<file path="src/rtl/lcd_bus_scheduler.sv">
// HD44780-style LCD bus scheduler.
// Runs the power-up wait and the fixed init sequence. After that it arbitrates
// round-robin between two write requesters and drives one SETUP/PULSE/HOLD/SETTLE
// bus cycle per granted byte. Clear and home commands get the long settle time.
module lcd_bus_scheduler #(
    parameter int unsigned EN_CYCLES  = 25,
    parameter int unsigned CMD_WAIT   = 2500,
    parameter int unsigned CLR_WAIT   = 100000,
    parameter int unsigned PWRUP_WAIT = 750000
) (
    input  logic       Clock,
    input  logic       Reset,
    input  logic       req0,
    input  logic       req0_rs,
    input  logic [7:0] req0_byte,
    output logic       ack0,
    input  logic       req1,
    input  logic       req1_rs,
    input  logic [7:0] req1_byte,
    output logic       ack1,
    output logic       ready,
    output logic       busy,
    output logic [7:0] lcd_data,
    output logic       lcd_rs,
    output logic       lcd_en,
    output logic       lcd_rw
);

    // Terminal counts: each phase lasts N cycles, so the counter runs 0 .. N-1.
    localparam logic [23:0] EnLim  = 24'(EN_CYCLES - 1);
    localparam logic [23:0] CmdLim = 24'(CMD_WAIT - 1);
    localparam logic [23:0] ClrLim = 24'(CLR_WAIT - 1);
    localparam logic [23:0] PwrLim = 24'(PWRUP_WAIT - 1);

    typedef enum logic [2:0] {
        StPwrWait,
        StSetup,
        StPulse,
        StHold,
        StSettle,
        StIdle
    } state_e;

    state_e      state_q;
    logic [23:0] cnt_q;
    logic [1:0]  init_idx_q;
    logic        ready_q;
    logic        last_q;      // requester granted most recently
    logic [7:0]  lcd_data_q;
    logic        lcd_rs_q;
    logic        lcd_en_q;

    logic        can_grant;
    logic        grant0;
    logic        grant1;
    logic        clear_cmd;
    logic [23:0] settle_lim;

    // Init command table, indexed by position in the sequence.
    function automatic logic [7:0] init_cmd(input logic [1:0] idx);
        logic [7:0] cmd;
        case (idx)
            2'd0:    cmd = 8'h38;
            2'd1:    cmd = 8'h0C;
            2'd2:    cmd = 8'h06;
            default: cmd = 8'h01;
        endcase
        return cmd;
    endfunction

    // Round-robin grant decode; ack is combinational so it lands in the request cycle.
    always_comb begin
        can_grant = (state_q == StIdle) && ready_q && !Reset;
        grant0    = can_grant && req0 && (!req1 || last_q);
        grant1    = can_grant && req1 && (!req0 || !last_q);
    end

    // Settle length follows the byte still held on the bus.
    always_comb begin
        clear_cmd  = !lcd_rs_q && ((lcd_data_q == 8'h01) || (lcd_data_q == 8'h02));
        settle_lim = clear_cmd ? ClrLim : CmdLim;
    end

    // Main sequencer: state, phase counter and all registered bus outputs.
    always_ff @(posedge Clock) begin
        if (Reset) begin
            state_q    <= StPwrWait;
            cnt_q      <= '0;
            init_idx_q <= '0;
            ready_q    <= 1'b0;
            last_q     <= 1'b1;
            lcd_data_q <= 8'h00;
            lcd_rs_q   <= 1'b0;
            lcd_en_q   <= 1'b0;
        end else begin
            case (state_q)
                StPwrWait: begin
                    if (cnt_q == PwrLim) begin
                        state_q    <= StSetup;
                        cnt_q      <= '0;
                        init_idx_q <= 2'd0;
                        lcd_data_q <= init_cmd(2'd0);
                        lcd_rs_q   <= 1'b0;
                    end else begin
                        cnt_q <= cnt_q + 24'd1;
                    end
                end
                StSetup: begin
                    state_q  <= StPulse;
                    cnt_q    <= '0;
                    lcd_en_q <= 1'b1;
                end
                StPulse: begin
                    if (cnt_q == EnLim) begin
                        state_q  <= StHold;
                        cnt_q    <= '0;
                        lcd_en_q <= 1'b0;
                    end else begin
                        cnt_q <= cnt_q + 24'd1;
                    end
                end
                StHold: begin
                    state_q <= StSettle;
                    cnt_q   <= '0;
                end
                StSettle: begin
                    if (cnt_q == settle_lim) begin
                        cnt_q <= '0;
                        // During init, chain straight into the next command.
                        if (!ready_q && (init_idx_q != 2'd3)) begin
                            state_q    <= StSetup;
                            init_idx_q <= init_idx_q + 2'd1;
                            lcd_data_q <= init_cmd(init_idx_q + 2'd1);
                            lcd_rs_q   <= 1'b0;
                        end else begin
                            state_q <= StIdle;
                            ready_q <= 1'b1;
                        end
                    end else begin
                        cnt_q <= cnt_q + 24'd1;
                    end
                end
                StIdle: begin
                    if (grant0) begin
                        state_q    <= StSetup;
                        cnt_q      <= '0;
                        lcd_data_q <= req0_byte;
                        lcd_rs_q   <= req0_rs;
                        last_q     <= 1'b0;
                    end else if (grant1) begin
                        state_q    <= StSetup;
                        cnt_q      <= '0;
                        lcd_data_q <= req1_byte;
                        lcd_rs_q   <= req1_rs;
                        last_q     <= 1'b1;
                    end
                end
                default: begin
                    state_q <= StPwrWait;
                    cnt_q   <= '0;
                end
            endcase
        end
    end

    assign ack0     = grant0;
    assign ack1     = grant1;
    assign ready    = ready_q;
    assign busy     = (state_q != StIdle);
    assign lcd_data = lcd_data_q;
    assign lcd_rs   = lcd_rs_q;
    assign lcd_en   = lcd_en_q;
    assign lcd_rw   = 1'b0;

    // Strobe only inside PULSE, and never two grants at once.
    a_en_in_pulse : assert property (@(posedge Clock) lcd_en_q |-> (state_q == StPulse));
    a_one_ack     : assert property (@(posedge Clock) !(ack0 && ack1));

endmodule

</file>
<file path="config.mk">
export PLATFORM = sky130hd
export DESIGN_NAME = lcd_bus_scheduler
export DESIGN_NICKNAME = d
export VERILOG_FILES = /design/src/rtl/lcd_bus_scheduler.sv
export SDC_FILE = /design/constraint.sdc
export NUM_CORES = 1
export LEC_CHECK = 0
export ABC_CLOCK_PERIOD_IN_PS = 2700
export CORE_MARGIN = 2
export CORE_UTILIZATION = 55
export CTS_CLUSTER_DIAMETER = 120
export DETAILED_ROUTE_END_ITERATION = 12
export GPL_ROUTABILITY_DRIVEN = 1
export PLACE_DENSITY = 0.8
export SLEW_MARGIN = 20
export SYNTH_ARGS = -nofsm -noshare
export SYNTH_HDL_FRONTEND = slang
export SYNTH_SLANG_ARGS = --single-unit
</file>
<file path="constraint.sdc">
create_clock -name Clock -period 2.7 [get_ports Clock]
set_input_delay 0.54 -clock Clock [delete_from_list [all_inputs] [get_ports Clock]]
set_output_delay 0.54 -clock Clock [all_outputs]
set_load 0.005 [all_outputs]
</file>
==> metrics, run 1 <==
Max-slew headroom=0.583; Sum Neg Setup Slack=0 ns; Core Util, Final=0.698; footprint of the multi-input gates=0.00178 mm2; core area=0.00479 mm2; Layout area overhead=20.3%; clock-pin slew on the worst setup and hold paths=0.08 ns; crit path capture=ack1; Setup WS pre-CTS=0.0299 ns; hold slack=0.478 ns; Area after DPL=0.00321 mm2; #FFs+latches synth=41; Synthesis Warnings=0; Flop pwr share=0.504; dpl cells=433; Netlist Area Pre-Place=0.00278 mm2; Worst-Skew Late Latency=0.30 ns; fraction of registers with async set/reset=0; post-route ant nets=0; share of cells above drive strength 1=0.163; largest stage delay on the critical path=0.56 ns; Tmin final=2.55 ns; Port Buffers=35; routing usage on met3=0.0428; min-delay worst type=reg2reg; overall routed net length=7.25 mm; critical path cell sequence=nand4b_1 > a2111oi_2 > clkdlybuf4s50_1; number of DRC markers in iteration 0=164; Worst VDD drop=278 uV; CP Class=reg2out; initial antenna violation count=0; Post-synth EDFFs=0; clock tree buffer depth=2; Clk pwr share=0.431; Die Ht=75.1 um; post-route design area=0.00334 mm2; CP startpoint=state_q[1]; Final Hold Viols=0; cell count after synthesis=339; Routed wire per std cell=16.4 um; Net Sw Frac=0.219; Total GRT Usage=0.271; Pins Over Slew Limit=0; Gate power share=0.065; status=complete, no violations; Post-Syn Nets=366; Clk Tree Root Cell=clkbuf_8; total global routing overflow=0; Crit-path slowest cell=clkdlybuf4s50_1; commonest cells after routing, fill and taps aside=nand2_1 (41), dfxtp_1 (41), clkdlybuf4s50_1 (34); final setup vio count=0; crit path capture type=output pin; H-tree lvl count=2; # clock sinks=41; P_int=953 uW; vias per cell=6.03; final worst setup slack=0.155 ns; Seq/Total Area, Yosys=0.295; row count=25; R2R Path Start=cnt_q[0]; first-pass GRT wire length=11.8 mm; routability cong.=0.890; Fillers=413; total power=1.22 mW; # DRC=0; slack of the worst reg-to-reg path=0.18 ns; Ant. Diodes=0; Worst Path Required=2.16 ns; Top Usage Layer GRT=met2; Worst-Margin Slew=0.620 ns; NetSw=267 uW; DR vias=2,660; Syn Area/Cell=8.19 um2; largest fanout on the critical path=10; register area=821 um2; Total Die Area=0.00563 mm2; Max Cap Viol=0; GRT met1 Usage=0.336; Die W=75.1 um; Clock Skews=0.00411 ns; WP data arrival=2.01 ns; Worst setup SP type=flop; CTS Buf Count=5; met2 Usage GRT=0.478; Register-to-Register Path Depth=7; CTS tree=yes; I/O pin cnt=37; Crit Reg-Reg Endpoint=lcd_rs; f_max=393 MHz; nets=400; Leak Pwr=1.23 nW; # hold bufs at CTS=0; starting utilization of the core area=0.580; P per Cell Area=365 mW/mm2; Distinct cells, synth=65; DRT Pass-1 Iters=5; Synth Flop Type=dfxtp_1; vias in the first global route=2,526; RSZ-0062 raised after global routing=false; post-route insts no fill=441; largest net degree at the start of global routing=26; Tcrit/Tclk final=0.943; hpwl dp=5.14 mm
-- power by group through the flow --
stage | clock network, mW | registers, mW | logic [mW]
2_1_floorplan | 0 | 0.626 | 0.0351
3_3_place_gp | 0 | 0.629 | 0.0761
3_5_place_dp | 0 | 0.629 | 0.0773
4_1_cts | 0.534 | 0.615 | 0.0781
5_1_grt | 0.560 | 0.616 | 0.0849
6_report | 0.526 | 0.615 | 0.0788
-- cell type report --
class,instances,area share
Sequential cell,41,0.246
Timing Repair Buffer,52,0.151
Multi-Input combinational cell,264,0.532
Clock buffer,6,0.0247
Inverter,9,0.0101
Tap cell,67,0.0251
Clock inverter,2,0.0112
-- registers in the layout (all words and copies together) (netlist names) --
| register | count |
|---|---|
| cnt_q | 24 |
| init_idx_q | 2 |
| last_q | 1 |
| lcd_data | 8 |
| lcd_en | 1 |
| lcd_rs | 1 |
| ready | 1 |
| state_q | 3 |
-- synth_stat cells, types with 3 or more instances --
master | count | area (um2)
buf_2 | 7 | 35.0
buf_1 | 3 | 11.3
nor3_2 | 3 | 30.0
nor2_1 | 31 | 116
a221oi_1 | 4 | 35.0
or2_2 | 4 | 25.0
a21o_1 | 10 | 75.1
nor2b_1 | 5 | 31.3
or3_1 | 7 | 43.8
nand4_1 | 9 | 56.3
clkbuf_1 | 8 | 30.0
nand4b_1 | 3 | 26.3
o21ai_0 | 16 | 80.1
or4_1 | 3 | 22.5
o211ai_1 | 6 | 45.0
inv_1 | 9 | 33.8
xor2_1 | 4 | 35.0
buf_4 | 3 | 22.5
xnor2_1 | 3 | 26.3
a21oi_1 | 9 | 45.0
nand3_1 | 15 | 75.1
dfxtp_1 | 41 | 821
nand2_1 | 41 | 154
a221oi_2 | 5 | 75.1
mux2_4 | 3 | 45.0
a211oi_1 | 5 | 37.5
nand2b_1 | 5 | 31.3
a211o_2 | 3 | 30.0
nor3_1 | 9 | 45.0
nor4_1 | 4 | 25.0
and2_1 | 3 | 18.8
mux2i_1 | 9 | 90.1
ha_1 | 5 | 62.6
a2111oi_0 | 5 | 43.8
o221ai_1 | 3 | 26.3
-- worst max-delay path: cells and delay by family (launching register included) --
| kind | cells | cell delay (ns) |
|---|---|---|
| buffers and inverters | 1 | 0.56 |
| DFF | 1 | 0.42 |
| AOI/OAI and AO/OA | 1 | 0.36 |
| and+or+nand+nor | 1 | 0.36 |
-- timing repair --
item,in CTS,in global routing
endpoints found under the setup margin,1,2
gates resized for setup,1,2
buffers inserted,0,0
-- worst min-delay path by stage --
stage	depth (start not counted)	slack [ns]	startpoint	to
after floorplan	2	0.44	cnt_q[23]	cnt_q[23]
after global placement	2	0.45	cnt_q[23]	cnt_q[23]
after detailed placement	2	0.46	cnt_q[23]	cnt_q[23]
after CTS	2	0.48	cnt_q[23]	cnt_q[23]
after global routing	2	0.49	cnt_q[23]	cnt_q[23]
final	2	0.48	cnt_q[23]	cnt_q[23]
-- kinds of logic (layout without fill, tap and decap cells) --
| group | Yosys count | after routing | share of synthesized area |
|---|---|---|---|
| AND/OR/NAND/NOR | 156 | 156 | 0.305 |
| AO/OA/AOI/OAI | 82 | 82 | 0.229 |
| flip-flops | 41 | 41 | 0.295 |
| buffers and inverters | 34 | 69 | 0.0712 |
| multiplexers | 13 | 13 | 0.0536 |
| XOR/XNOR | 7 | 7 | 0.0221 |
| adder cells (fa/ha/maj) | 5 | 5 | 0.0225 |
| other | 1 | 1 | 0.00135 |
-- metal layers --
layer	routed length [um]	vias up	part of all wire
li1	-	1313	-
met1	3120	1260	0.43
met2	3690	77	0.51
met3	340	10	0.047
met4	99	0	0.014
met5	0	-	0
No activity file was read; power rests on OpenSTA's default activity.
==> run 2: changes to the inputs <==
--- a/config.mk
+++ b/config.mk
@@ -12,6 +12,7 @@
 export DETAILED_ROUTE_END_ITERATION = 12
 export GPL_ROUTABILITY_DRIVEN = 1
 export PLACE_DENSITY = 0.8
+export RECOVER_POWER = 50
 export SLEW_MARGIN = 20
 export SYNTH_ARGS = -nofsm -noshare
 export SYNTH_HDL_FRONTEND = slang
==> run 2 against run 1 <==
Effect of this change: final cell count stayed put; clock skew is 0.00075 ns higher; highest routed layer unchanged; die area stayed put; flip-flop and latch count stayed put; via count is 0.49% higher; final area is 0.30% lower; global-route usage stayed put.
==> metrics, run 2 (same netlist as run 1, synthesis figures left out) <==
# clock sinks=41 (unchanged); status=complete, no violations (unchanged); vias per cell=6.06 (was 6.03); Final Hold Viols=0 (unchanged); Sum Neg Setup Slack=0 ns (unchanged); WP data arrival=2.72 ns (was 2.01 ns); Die W=75.1 um (unchanged); Tcrit/Tclk final=0.936 (was 0.943); I/O pin cnt=37 (unchanged); clock-pin slew on the worst setup and hold paths=0.08 ns (about the same); share of cells above drive strength 1=0.158 (was 0.163); final setup vio count=0 (unchanged); largest fanout on the critical path=9 (was 10); Layout area overhead=19.9% (was 20.3%); clock tree buffer depth=2 (unchanged); largest net degree at the start of global routing=26 (unchanged); crit path capture type=flop (was output pin); f_max=395 MHz (was 393 MHz); CP startpoint=cnt_q[0] (was state_q[1]); Crit-path slowest cell=or4_4 (was clkdlybuf4s50_1); Max Cap Viol=0 (unchanged); H-tree lvl count=2 (unchanged); Ant. Diodes=0 (unchanged); Tmin final=2.53 ns (was 2.55 ns); # DRC=0 (unchanged); P per Cell Area=366 mW/mm2 (was 365 mW/mm2); Worst VDD drop=278 uV (about the same); first-pass GRT wire length=11.8 mm (unchanged); Post-CTS Setup Inserts=0 (unchanged); CP Class=reg2reg (was reg2out); core area=0.00479 mm2 (unchanged); nets=400 (unchanged); Largest register FFs=24 (unchanged); vias in the first global route=2,526 (unchanged); Total GRT Usage=0.271 (unchanged); R2R Path Start=cnt_q[0] (unchanged); number of DRC markers in iteration 0=178 (was 164); Worst-Skew Late Latency=0.29 ns (was 0.30 ns); post-route design area=0.00333 mm2 (was 0.00334 mm2); Routed wire per std cell=16.4 um (about the same); Max-slew headroom=0.586 (was 0.583); Worst-Margin Slew=0.617 ns (was 0.620 ns); critical path cell sequence=ha_1 > nand4_2 > or4_4 > nor3_2 > a211o_2 > and2_4 > mux2_4 (was nand4b_1 > a2111oi_2 > clkdlybuf4s50_1); hpwl dp=5.14 mm (unchanged); DR vias=2,673 (was 2,660); HP Start=cnt_q[23] (unchanged); Fillers=414 (was 413); starting utilization of the core area=0.580 (unchanged); routability cong.=0.890 (unchanged); CTS Buf Count=5 (unchanged); Port Buffers=35 (unchanged); Worst Path Required=2.89 ns (was 2.16 ns); Clock Skews=0.00486 ns (was 0.00411 ns); commonest cells after routing, fill and taps aside=nand2_1 (41), dfxtp_1 (41), nor2_1 (31) (was nand2_1 (41), dfxtp_1 (41), clkdlybuf4s50_1 (34)); Leak Pwr=1.26 nW (was 1.23 nW); Die Ht=75.1 um (unchanged); post-route ant nets=0 (unchanged); overall routed net length=7.22 mm (was 7.25 mm); Area after DPL=0.00321 mm2 (unchanged); register ranked first by flip-flop count=cnt_q (unchanged); RSZ-0062 raised after global routing=false (unchanged); Clk Tree Root Cell=clkbuf_8 (unchanged); Total Die Area=0.00563 mm2 (unchanged); Pins Over Slew Limit=0 (unchanged); total global routing overflow=0 (unchanged); row count=25 (unchanged); min-delay worst type=reg2reg (unchanged); CTS tree=yes (unchanged); largest stage delay on the critical path=0.61 ns (was 0.56 ns); initial antenna violation count=0 (unchanged); Worst setup SP type=flop (unchanged); DRT Pass-1 Iters=5 (unchanged)
-- run 2: cell types whose count changed in the layout (fill, tap and decap cells not counted) --
cell / before / now
clkdlybuf4s50_1: 34 / 22
dlygate4sd3_1: 0 / 12
buf_4: 15 / 14
clkbuf_1: 0 / 1
nor4b_1: 0 / 1
nor4b_2: 1 / 0
-- run 2: final cells by class --
class / count / area [um2] / area share
multi-input combinational: 264 / 1770 / 0.532
sequential: 41 / 821 / 0.246
timing repair buffer: 52 / 502 / 0.151
tap: 67 / 83.8 / 0.0252
clock buffer: 6 / 82.6 / 0.0248
clock inverter: 2 / 37.5 / 0.0113
inverter: 9 / 33.8 / 0.0101
-- run 2: routing by layer --
layer	routed length, um	vias up	part of all wire	track usage
li1	-	1312	-	-
met1	3130	1263	0.43	0.336
met2	3610	84	0.50	0.478
met3	336	14	0.047	0.0428
met4	142	0	0.020	0.0933
met5	0	-	0	0
-- run 2: worst max-delay path: cells and delay by family (launching register included) --
| kind | cells | cell delay (ns) |
|---|---|---|
| AND/OR/NAND/NOR | 4 | 1.23 |
| flip-flops | 1 | 0.37 |
| adder cells (fa/ha/maj) | 1 | 0.27 |
| multiplexers | 1 | 0.31 |
| AO/OA/AOI/OAI | 1 | 0.24 |
-- run 2: through the flow --
stage / instances / hold WS, ns / worst slack (ns) / power (mW) / util
2_1_floorplan: 339 / 0.437 / 0.447 / 0.661 / -
3_3_place_gp: 433 / 0.453 / 0.0479 / 0.705 / 0.671
3_5_place_dp: 433 / 0.463 / 0.0299 / 0.707 / 0.671
4_1_cts: 441 / 0.480 / 0.0299 / 1.23 / 0.696
5_1_grt: 441 / 0.489 / 0.0377 / 1.26 / 0.696
6_report: 441 / 0.479 / 0.171 / 1.22 / 0.696
-- run 2: power by group --
part,leakage (nW),internal [mW],switching [mW]
clock,0.0574,0.301,0.223
combinational,0.870,0.0436,0.0350
sequential,0.331,0.609,0.00645
total,1.26,0.953,0.265
-- run 2: path summary, 6_finish.rpt --
check | to | depth (start not counted) | slack (ns)
max reg2reg | lcd_rs | 7 | 0.17
max | lcd_rs | 7 | 0.17
min reg2reg | cnt_q[23] | 2 | 0.48
min | cnt_q[23] | 2 | 0.48
-- run 2: what timing repair did --
item / CTS / global route
setup endpoints to repair: 1 / 2
cloned: 0 / 0
hold buffers: 0 / 0
resized for setup: 1 / 2
pin swaps: 0 / 0
